File: src/rtl/math_addsub_pipe.sv
// Pipelined wide adder/subtractor: one SEG-bit carry segment per stage, operands
// skewed in, partial sums deskewed out, valid strobe travelling with each sample.
module math_addsub_pipe #(
    parameter int WIDTH  = 96,
    parameter int SEG    = 48,
    parameter int SIGNED = 0
) (
    input  logic             clk,
    input  logic             rst,
    input  logic             ena,
    input  logic             in_valid,
    input  logic             sub,
    input  logic [WIDTH-1:0] dina,
    input  logic [WIDTH-1:0] dinb,
    output logic             out_valid,
    output logic [WIDTH:0]   dout
);

    localparam int NSEG = (WIDTH + SEG - 1) / SEG;
    localparam int EW   = WIDTH + 1;

    logic [EW-1:0] a_ext_s;
    logic [EW-1:0] b_raw_s;
    logic [EW-1:0] b_ext_s;

    // Skew registers: stage k holds the operands for segment k.
    logic [NSEG-1:0][EW-1:0] a_r;
    logic [NSEG-1:0][EW-1:0] b_r;
    logic [NSEG-1:0]         c_r;
    logic [NSEG:0]           v_r;
    // Deskew registers: s_r[k] holds segments 0..k-1 of one sample.
    logic [NSEG:1][EW-1:0]   s_r;
    logic [NSEG:1][EW-1:0]   s_nxt_s;
    logic [NSEG:1]           c_nxt_s;

    // Extend operands to WIDTH+1 bits; subtract is A + ~B + 1.
    always_comb begin
        if (SIGNED != 0) begin
            a_ext_s = {dina[WIDTH-1], dina};
            b_raw_s = {dinb[WIDTH-1], dinb};
        end else begin
            a_ext_s = {1'b0, dina};
            b_raw_s = {1'b0, dinb};
        end
        b_ext_s = b_raw_s ^ {EW{sub}};
    end

    for (genvar k = 1; k <= NSEG; k++) begin : g_seg
        localparam int LO = (k - 1) * SEG;
        localparam int W  = (k == NSEG) ? (EW - LO) : SEG;

        logic [W:0]    t_s;
        logic [EW-1:0] base_s;
        logic [EW-1:0] seg_s;

        if (k == 1) begin : g_first
            assign base_s = {EW{1'b0}};
        end else begin : g_rest
            assign base_s = s_r[k-1];
        end

        assign t_s = {1'b0, a_r[k-1][LO +: W]} + {1'b0, b_r[k-1][LO +: W]}
                   + {{W{1'b0}}, c_r[k-1]};

        // Splice this segment's sum into the sample's deskewed partial result.
        always_comb begin
            seg_s           = base_s;
            seg_s[LO +: W]  = t_s[W-1:0];
        end

        assign s_nxt_s[k] = seg_s;
        assign c_nxt_s[k] = t_s[W];
    end

    // Pipeline registers; rst wins over ena, ena low freezes everything.
    always_ff @(posedge clk) begin
        if (rst) begin
            a_r       <= '0;
            b_r       <= '0;
            c_r       <= '0;
            v_r       <= '0;
            s_r       <= '0;
            dout      <= '0;
            out_valid <= 1'b0;
        end else if (ena) begin
            a_r[0] <= a_ext_s;
            b_r[0] <= b_ext_s;
            c_r[0] <= sub;
            v_r[0] <= in_valid;
            for (int k = 1; k < NSEG; k++) begin
                a_r[k] <= a_r[k-1];
                b_r[k] <= b_r[k-1];
                c_r[k] <= c_nxt_s[k];
            end
            for (int k = 1; k <= NSEG; k++) begin
                s_r[k] <= s_nxt_s[k];
                v_r[k] <= v_r[k-1];
            end
            dout      <= s_r[NSEG];
            out_valid <= v_r[NSEG];
        end
    end

endmodule

File: config.mk
export PLATFORM = sky130hd
export DESIGN_NAME = math_addsub_pipe
export DESIGN_NICKNAME = d
export VERILOG_FILES = /design/src/rtl/math_addsub_pipe.sv
export SDC_FILE = /design/constraint.sdc
export NUM_CORES = 1
export LEC_CHECK = 0
export BUFFER_PORTS_ARGS = -buffer_cell sky130_fd_sc_hd__buf_2
export CAP_MARGIN = 40
export CORE_AREA = 2 2 252 254
export CTS_CLUSTER_SIZE = 25
export DETAILED_ROUTE_END_ITERATION = 16
export DIE_AREA = 0 0 254 256
export PLACE_DENSITY = 0.54
export SLEW_MARGIN = 20
export SYNTH_ARGS = -nofsm -noshare
export SYNTH_HDL_FRONTEND = slang
export SYNTH_SLANG_ARGS = --single-unit
File: constraint.sdc
create_clock -name clk -period 4.4 [get_ports clk]
set_input_delay 0.44 -clock clk [delete_from_list [all_inputs] [get_ports clk]]
set_output_delay 0.44 -clock clk [all_outputs]
set_load 0.005 [all_outputs]
==> results of run 1 <==
routing by layer:
metal	share of wire	vias to the layer above	track usage
li1	-	9733	-
met1	0.48	8907	0.256
met2	0.46	352	0.313
met3	0.037	95	0.0271
met4	0.023	0	0.0513
met5	0	-	0
flip-flops by register name, summed over array words and instances, names as in the netlist:
| register | flops |
|---|---|
| a_r | 144 |
| g_seg.base_s | 48 |
| dout | 97 |
| b_r | 145 |
| out_valid | 1 |
| v_r | 3 |
| s_r | 97 |
| c_r | 2 |
cell families after synthesis:
kind of cell / share of synthesized area
adders and majority gates: 0.0509
DFF: 0.436
AOI/OAI and AO/OA: 0.138
buffers and inverters: 0.0292
muxes: 0.155
and+or+nand+nor: 0.137
xor gates and xnor gates: 0.0540
path summary, 6_finish.rpt:
check | from | to | slack, ns | cells past startpoint
setup / recovery | a_r[0] | g_seg[2].base_s[32] | 0.82 | 11
setup reg to reg | a_r[0] | g_seg[2].base_s[32] | 0.82 | 11
hold / removal | dina[82] | a_r[82] | 0.06 | 3
hold reg to reg | s_r[164] | s_r[164] | 0.45 | 2
report_power, final:
part | internal (mW) | switching (mW)
clock | 3.22 | 2.06
combinational | 0.574 | 0.728
sequential | 5.12 | 0.159
through the flow:
stage                     std cells   util
final                          3765  0.465
after global routing           3765  0.465
after CTS                      3761  0.464
after detailed placement       3654  0.430
after global placement         3652  0.429
after floorplan                2653      -
synth_stat cells, drive strengths merged (4+ instances only):
master / n / share of area
nand3b: 5 / 0.0015
nor2: 546 / 0.083
a221oi: 4 / 0.0022
o211ai: 15 / 0.0048
dfxtp: 537 / 0.44
inv: 27 / 0.0041
a31o: 4 / 0.0014
nand3: 27 / 0.0055
a21o: 66 / 0.020
o21a: 10 / 0.0031
o221ai: 4 / 0.0017
and2: 11 / 0.0029
a32o: 10 / 0.0041
xor2: 21 / 0.0075
o21ai: 86 / 0.018
clkbuf: 115 / 0.017
ha: 94 / 0.048
mux2i: 382 / 0.16
buf: 43 / 0.0076
a21boi: 6 / 0.0020
nor3: 17 / 0.0034
nand2: 111 / 0.017
nor2b: 11 / 0.0028
a211oi: 112 / 0.034
and3: 18 / 0.0048
a31oi: 7 / 0.0018
xnor2: 131 / 0.047
o211a: 5 / 0.0020
fa: 4 / 0.0032
or2: 4 / 0.0010
nand2b: 5 / 0.0013
or3: 17 / 0.0044
nand4: 15 / 0.0038
a221o: 5 / 0.0020
o31ai: 6 / 0.0022
a21oi: 117 / 0.025
o21bai: 11 / 0.0033
final cells by class:
class                      count  share of cell area
multi-input combinational   1931               0.455
sequential                   537               0.370
timing repair buffer         317              0.0627
clock buffer                  79              0.0583
tap                          846              0.0365
clock inverter                28              0.0138
inverter                      27             0.00349
worst max-delay path: cells and delay by family, from the launching register on:
| family | cells | cell delay, ns |
|---|---|---|
| fa+ha+maj | 2 | 0.91 |
| simple gates | 2 | 0.38 |
| flops | 1 | 0.32 |
| compound gates | 7 | 1.85 |
==> results.ini, run 1 <==
[run_status]
status=complete, no violations

[cells_and_area]
multi_input_area_mm2=0.0132
seqCellArea_mm2=0.0108
n_antenna_cell=0
most-common-layout-cells=nor2_1 (544), dfxtp_1 (537), mux2i_1 (382)
postLayoutCellArea_mm2=0.0290
layout-drive-gt1-share=0.156
layout_commonest_cell=nor2_1
syn2layout_area_growth_pct=17.7
fillCellCount=6054
fin_nets=3168

[setup_path]
cp_max_fo=4
cp.required_ns=4.89
cp-start-kind=register
criticalPathCategory=register to register
worstPathArrival_ns=4.08
critical_path.cell_chain=fa_1 -> fa_1 -> a21o_1 -> a21oi_2 -> o21a_1 -> nor2_1 -> a221oi_2 -> o221ai_2 -> or2_1 -> a31o_2 -> a221o_1
endpoint_kind=register
path_common_cell=fa_1
worst_path_max_delay_cell=a221oi_2
slowest_delay_ns=0.50

[global_routing]
grt_pass1_vias=18700
grt_use_total=0.189
grt_max_degree=154
overflow=0
grt_pass1_wl_mm=100
antenna_found_initial=1

[flow_run]
maxCapViolCount=0

[detailed_routing]
drt-initial-drc-count=1030
vias_per_cell=5.07
dr.pass1.iters=5
dr_total_vias=19100
drc=0
wl_per_cell_um=16.7
ant_nets=0
wl_mm=62.9

[logic_synthesis]
ys.flop_type=dfxtp_1
ys_seq_elements=537
yosys_warnings=0
avgSynthCellArea_um2=9.30
postSynthCellCount=2653
seq_area_frac_synth=0.436
async_reset_ff_frac=0
synthesis.area_mm2=0.0247
synth_edf_count=0
syn_nets=2948
synthDistinctLibCells=86

[placement]
postPlaceCellArea_mm2=0.0268
io_buffers=294
place_ws_ns=0.889
hpwl_mm=44.6
routabilityCongestion=0.854

[timing]
rsz0062_at_grt=false
fmax_mhz=279
whs_ns=0.0627
setup-tns-final_ns=0
fin_crit_sh=0.814
setup_slack_ns=0.818
worst_slew_pin_slew_ns=0.956
setup_viol=0
clock-skew-final_ns=0.0204
maxSlewHeadroom=0.363
finalHoldViolations=0
slew_violations=0
fin_crit_ns=3.58

[die]
die_area_mm2=0.0650
ios=295
core_mm2=0.0624
die_w_um=254
die_y_um=256
rows=92
start_util=0.395

[clocking]
cts_tree=done
clk_latency_ns=0.61
ctsHoldBuffers=0
cts_made_buffers=59
cts_resized=0
cts_setup_buffers=0
cts_sinks=537
cts_htree_levels=2
clockBufferDepth=3
root_buffer=clkbuf_16
path_clk_slew_ns=0.06

[power]
power_density_mw_per_mm2=408
total_power_mw=11.9
leakage_nw=13.4
ir_drop_mv=0.316

[worst_hold_path]
min_path_type=primary input to register

Power figures use the tool's default switching activity.
==> inputs of run 2 (changes only) <==
==> constraint.sdc (replaced) <==
create_clock -name clk -period 3.3 [get_ports clk]
set_input_delay 0.33 -clock clk [delete_from_list [all_inputs] [get_ports clk]]
set_output_delay 0.33 -clock clk [all_outputs]
set_load 0.005 [all_outputs]
==> run 2 against run 1 <==
Effect of this change:
- total power rose by 31%
- first-iteration DRC count fell by 5.0%
- setup slack got worse by 0.76 ns
- critical path depth rose by 1
- clock skew rose by 0.0038 ns
- hold slack got worse by 0.029 ns
- largest power group unchanged
==> results.ini, run 2 (same netlist as run 1, synthesis figures left out) <==
[global_routing]
antenna_found_initial=0  ; -1
grt_pass1_wl_mm=105  ; +4.6%
grt_pass1_vias=19600  ; +5.0%
grt_max_degree=177  ; +15%
overflow=0  ; unchanged
grt_use_total=0.198  ; +0.00918

[worst_hold_path]
min_to=b_r[1]
hp-start=dinb[1]
min_path_type=primary input to register
holdPathStages=3  ; unchanged

[timing]
worst_slew_pin_slew_ns=1.06  ; +0.107 ns
setup_slack_ns=0.0597  ; -0.758 ns
rsz0062_at_grt=true
clock-skew-final_ns=0.0242  ; +0.00382 ns
slew_violations=0  ; unchanged
fin_crit_ns=3.24  ; -0.342 ns
whs_ns=0.0335  ; -0.0292 ns
fin_crit_sh=0.982  ; +0.168
fmax_mhz=309  ; +11%
setup_viol=0  ; unchanged
maxSlewHeadroom=0.291  ; -0.0714
finalHoldViolations=0  ; unchanged
setup-tns-final_ns=0  ; unchanged

[setup_path]
reg2regPathDepth=12  ; +1
rr_endpoint=g_seg[2].base_s[32]
reg2reg_slack_ns=0.06  ; -0.76 ns
criticalPathCategory=register to register
cp_max_fo=3  ; -1
endpoint_kind=register
worstPathArrival_ns=3.74  ; -0.34 ns
rr_startpoint=c_r[0]
cp-start-kind=register
cp.required_ns=3.80  ; -1.09 ns

[cells_and_area]
most-common-layout-cells=nor2_1 (543), dfxtp_1 (535), mux2i_1 (382)
layout_commonest_cell=nor2_1
largest_reg_flops=145  ; unchanged
regMostFlops=b_r
syn2layout_area_growth_pct=23.8
instances_no_fill=3931  ; +4.4%
fin_nets=3337  ; +5.3%
largest_registers=b_r (145), a_r (144)
postLayoutCellArea_mm2=0.0305  ; +5.2%
n_antenna_cell=0  ; unchanged
utilization=0.489  ; +0.0240
fillCellCount=5884  ; -2.8%
layout-drive-gt1-share=0.151  ; -0.00416

[power]
power_density_mw_per_mm2=509  ; +25%
total_power_mw=15.5  ; +31%
leakage_nw=14.0  ; +4.6%
ir_drop_mv=0.392  ; +24%

[clocking]
cts_tree=done
clockBufferDepth=3  ; unchanged
root_buffer=clkbuf_16
cts_htree_levels=2  ; unchanged
path_clk_slew_ns=0.06  ; about the same
cts_made_buffers=59  ; unchanged
cts_sinks=537  ; unchanged
clk_latency_ns=0.63  ; +0.02 ns

[die]
die_area_mm2=0.0650  ; unchanged
die_w_um=254  ; unchanged
start_util=0.395  ; unchanged
die_y_um=256  ; unchanged
rows=92  ; unchanged
core_mm2=0.0624  ; unchanged
ios=295  ; unchanged

[detailed_routing]
dr.pass1.iters=6  ; +1
wl_mm=65.5  ; +4.2%
drc=0  ; unchanged
ant_nets=0  ; unchanged
wl_per_cell_um=16.7  ; -0.21%
vias_per_cell=5.10  ; +0.63%
drt-initial-drc-count=978  ; -5.0%
dr_total_vias=20100  ; +5.1%

[placement]
place_ws_ns=-0.170  ; -1.06 ns
postPlaceCellArea_mm2=0.0270  ; +0.59%
routabilityCongestion=0.873  ; +2.2%
io_buffers=294  ; unchanged
dp_cells=3670  ; +0.44%
hpwl_mm=45.6  ; +2.3%

[flow_run]
maxCapViolCount=0  ; unchanged

[run_status]
status=complete, no violations

run 2: critical path, stage by stage, from the launching register on:
cell and delay (ns):
dfxtp_2 0.34, fa_2 0.41, fa_2 0.39, a21o_1 0.18
a21oi_2 0.17, o21a_1 0.23, nor2_2 0.08, a221oi_2 0.26
buf_4 0.17, o221ai_2 0.11, or2_1 0.24, a31o_2 0.23
a221o_1 0.29
run 2: cell type report:
| type | count | area [um2] | share of cell area |
|---|---|---|---|
| well taps | 846 | 1060 | 0.0347 |
| multi-input cells | 1931 | 13200 | 0.434 |
| clock inverters | 18 | 243 | 0.00795 |
| repair buffers | 486 | 3430 | 0.112 |
| inverters | 27 | 101 | 0.00332 |
| flip-flops and latches | 537 | 10800 | 0.352 |
| clock buffers | 86 | 1700 | 0.0557 |
run 2: routing by layer:
metal / vias to the layer above / track usage / routed length (um) / part of all wire
met1: 9404 / 0.263 / 30300 / 0.46
met3: 126 / 0.0244 / 2480 / 0.038
met4: 0 / 0.0711 / 2180 / 0.033
met2: 429 / 0.329 / 30600 / 0.47
li1: 10100 / - / - / -
met5: - / 0 / 0 / 0
run 2: timing repair:
item,in CTS,in global routing
setup buffers,1,3
resized for setup,5,7
pin swaps,2,13
setup endpoints to repair,7,10
hold endpoints to repair,153,0
cloned,0,0
hold buffers,153,0
run 2: worst max path at each step:
stage | endpoint | from
after floorplan | s_r[189] | a_r[145]
after global placement | s_r[193] | a_r[145]
after detailed placement | s_r[193] | a_r[145]
after CTS | s_r[189] | a_r[145]
after global routing | g_seg[2].base_s[32] | c_r[0]
final | g_seg[2].base_s[32] | c_r[0]
run 2: where the power goes:
| part | internal, mW | switching (mW) |
|---|---|---|
| logic | 0.885 | 1.01 |
| registers | 6.82 | 0.217 |
| clock network | 3.94 | 2.67 |
| total | 11.6 | 3.90 |
==> inputs of run 3 (changes only) <==
--- a/config.mk
+++ b/config.mk
@@ -12,6 +12,7 @@
 export DETAILED_ROUTE_END_ITERATION = 16
 export DIE_AREA = 0 0 254 256
 export PLACE_DENSITY = 0.54
+export REMOVE_ABC_BUFFERS = 1
 export SLEW_MARGIN = 20
 export SYNTH_ARGS = -nofsm -noshare
 export SYNTH_HDL_FRONTEND = slang
==> run 3 against run 2 <==
Effect of this change:
- die area unchanged
- sequential share of layout area about the same
- combinational power about the same
- clock-buffer cell count down 1
- final cell count about the same
- non-clock buffer count up 1
- hold slack better by 0.0075 ns
- largest power group unchanged
- register-to-register slack better by 0.09 ns
==> results.ini, run 3 (same netlist as run 1, synthesis figures left out) <==
[die]
die_y_um=256  ; unchanged
rows=92  ; unchanged
start_util=0.395  ; unchanged
ios=295  ; unchanged
die_w_um=254  ; unchanged
die_area_mm2=0.0650  ; unchanged
core_mm2=0.0624  ; unchanged

[clocking]
path_clk_slew_ns=0.06  ; about the same
cts_tree=done
cts_sinks=537  ; unchanged
cts_htree_levels=2  ; unchanged
cts_made_buffers=58  ; -1.7%
clk_latency_ns=0.63  ; about the same
root_buffer=clkbuf_16
clockBufferDepth=3  ; unchanged

[power]
ir_drop_mv=0.352  ; -10%
p_switching_mw=3.91  ; +0.43%
pwr-share-clk=0.428  ; +0.003
seqPwrFrac=0.451  ; -0.002
switching_share=0.251  ; +0.000296
intPower_mw=11.7  ; +0.27%
leakage_nw=14.0  ; +0.38%
power_density_mw_per_mm2=511  ; +0.32%
pwr-share-comb=0.121  ; about the same

[timing]
fin_crit_sh=0.955  ; -0.0265
fmax_mhz=317  ; +2.8%
maxSlewHeadroom=0.369  ; +0.0780
worst_slew_pin_slew_ns=0.946  ; -0.117 ns
clock-skew-final_ns=0.0298  ; +0.00553 ns
slew_violations=0  ; unchanged
setup_viol=0  ; unchanged
rsz0062_at_grt=false
finalHoldViolations=0  ; unchanged
fin_crit_ns=3.15  ; -0.0873 ns
setup_slack_ns=0.147  ; +0.0873 ns
whs_ns=0.0410  ; +0.00752 ns

[setup_path]
reg2regPathDepth=12  ; unchanged
critical_path.cell_chain=fa_2 -> fa_2 -> a21oi_2 -> o21ai_2 -> a211oi_2 -> buf_4 -> o31ai_2 -> a21o_1 -> and4b_4 -> o211a_1 -> or3_1 -> a32o_1
worst_path_max_delay_cell=fa_2
cp-start-kind=register
cp-endpoint=s_r[187]
rr_startpoint=a_r[145]
cp_top_family=compound AO/OA/AOI/OAI gates
crit_cells=12  ; unchanged
endpoint_kind=register
crit_start=a_r[145]
criticalPathCategory=register to register
rr_endpoint=s_r[187]
reg2reg_slack_ns=0.15  ; +0.09 ns
cp_max_fo=4  ; +1
path_common_cell=fa_2
path_buf_inv=1  ; unchanged
slowest_delay_ns=0.40  ; about the same
cp.required_ns=3.81  ; about the same
worstPathArrival_ns=3.66  ; -0.08 ns

[detailed_routing]
dr_total_vias=19800  ; -1.0%
vias_per_cell=5.05  ; -1.1%
wl_mm=65.0  ; -0.78%
wl_met3_mm=2.63  ; +6.3%
wl_per_cell_um=16.5  ; -0.83%
drt-initial-drc-count=860  ; -12%
highest_layer=met5
drc=0  ; unchanged
route.met2.wl_mm=30.3  ; -0.88%
dr.pass1.iters=5  ; -1
ant_nets=0  ; unchanged
route.layer.met1.wl_mm=30.6  ; +1.1%

[cells_and_area]
regMostFlops=b_r
most-common-layout-cells=nor2_1 (544), dfxtp_1 (536), mux2i_1 (382)
largest_registers=b_r (145), a_r (144)
fin_nets=3337  ; unchanged
syn2layout_area_growth_pct=23.8  ; about the same
layout_commonest_cell=nor2_1
largest_reg_flops=145  ; unchanged
layout-drive-gt1-share=0.154  ; +0.00287

[placement]
hpwl_mm=45.1  ; -1.1%
place_ws_ns=-0.154  ; +0.0155 ns
routabilityCongestion=0.885  ; +1.4%
io_buffers=294  ; unchanged

[global_routing]
grt_use_total=0.196  ; -0.00218
overflow=0  ; unchanged
antenna_found_initial=5  ; +5
grt_pass1_wl_mm=104  ; -0.89%
grt_pass1_vias=19500  ; -0.60%
grt_max_degree=162  ; -8.5%

[run_status]
status=complete, no violations

[worst_hold_path]
hp-start=dinb[43]
min_path_type=primary input to register

[flow_run]
maxCapViolCount=0  ; unchanged

run 3: changes by cell type in the layout (fill, tap and decap cells not counted), sizes merged, moves of 2 or more:
cell	previous run	this run
buf	333	338
clkinv	10	15
dlygate4sd3	153	149
clkinvlp	2	0
run 3: power by group through the flow:
stage / Clock, mW / Combinational (mW) / Sequential, mW
after floorplan: 0 / 1.03 / 7.09
after global placement: 0 / 1.73 / 7.17
after detailed placement: 0 / 1.75 / 7.17
after CTS: 6.87 / 1.90 / 7.03
after global routing: 7.15 / 2.10 / 7.07
final: 6.67 / 1.89 / 7.03
run 3: what timing repair did:
item / in CTS / in global routing
setup endpoints to repair: 2 / 6
endpoints found under the hold margin: 157 / 0
pin swaps: 4 / 10
buffers inserted: 1 / 3
resized for setup: 3 / 3
hold buffers: 149 / 0
run 3: worst min path at each step:
stage | to | slack (ns) | cells after the start
floorplan | g_seg[2].base_s[28] | 0.40 | 1
global placement | s_r[162] | 0.44 | 2
detailed placement | s_r[164] | 0.45 | 2
CTS | b_r[44] | 0.001 | 3
global route | b_r[6] | 0.009 | 3
finish | b_r[43] | 0.04 | 3
run 3: tightest hold or removal path, cell delays in order:
cell	delay, ns
buf_2	0.09
xnor2_1	0.11
a211oi_1	0.06
run 3: area by class of cell:
| type | count | area [um2] |
|---|---|---|
| Clock buffer | 85 | 1750 |
| Multi-Input combinational cell | 1931 | 13200 |
| Timing Repair Buffer | 487 | 3420 |
| Clock inverter | 19 | 218 |
| Tap cell | 846 | 1060 |
| Sequential cell | 537 | 10800 |
| Antenna cell | 1 | 2.50 |
| Fill cell | 6031 | 31900 |
| Inverter | 27 | 101 |
run 3: stage by stage:
stage | cells | utilization | TNS (ns) | cell area (um2) | power [mW]
after floorplan | 2495 | - | 0 | 24000 | 8.12
after global placement | 3674 | 0.433 | -0.255 | 27000 | 8.89
after detailed placement | 3675 | 0.433 | -0.264 | 27000 | 8.92
after CTS | 3929 | 0.489 | 0 | 30500 | 15.8
after global routing | 3933 | 0.489 | 0 | 30500 | 16.3
final | 3933 | 0.489 | 0 | 30500 | 15.6
run 3: per-layer routing:
metal	vias up	track usage
met5	-	0
met2	388	0.326
met3	99	0.0315
li1	10100	-
met1	9285	0.263
met4	6	0.0520
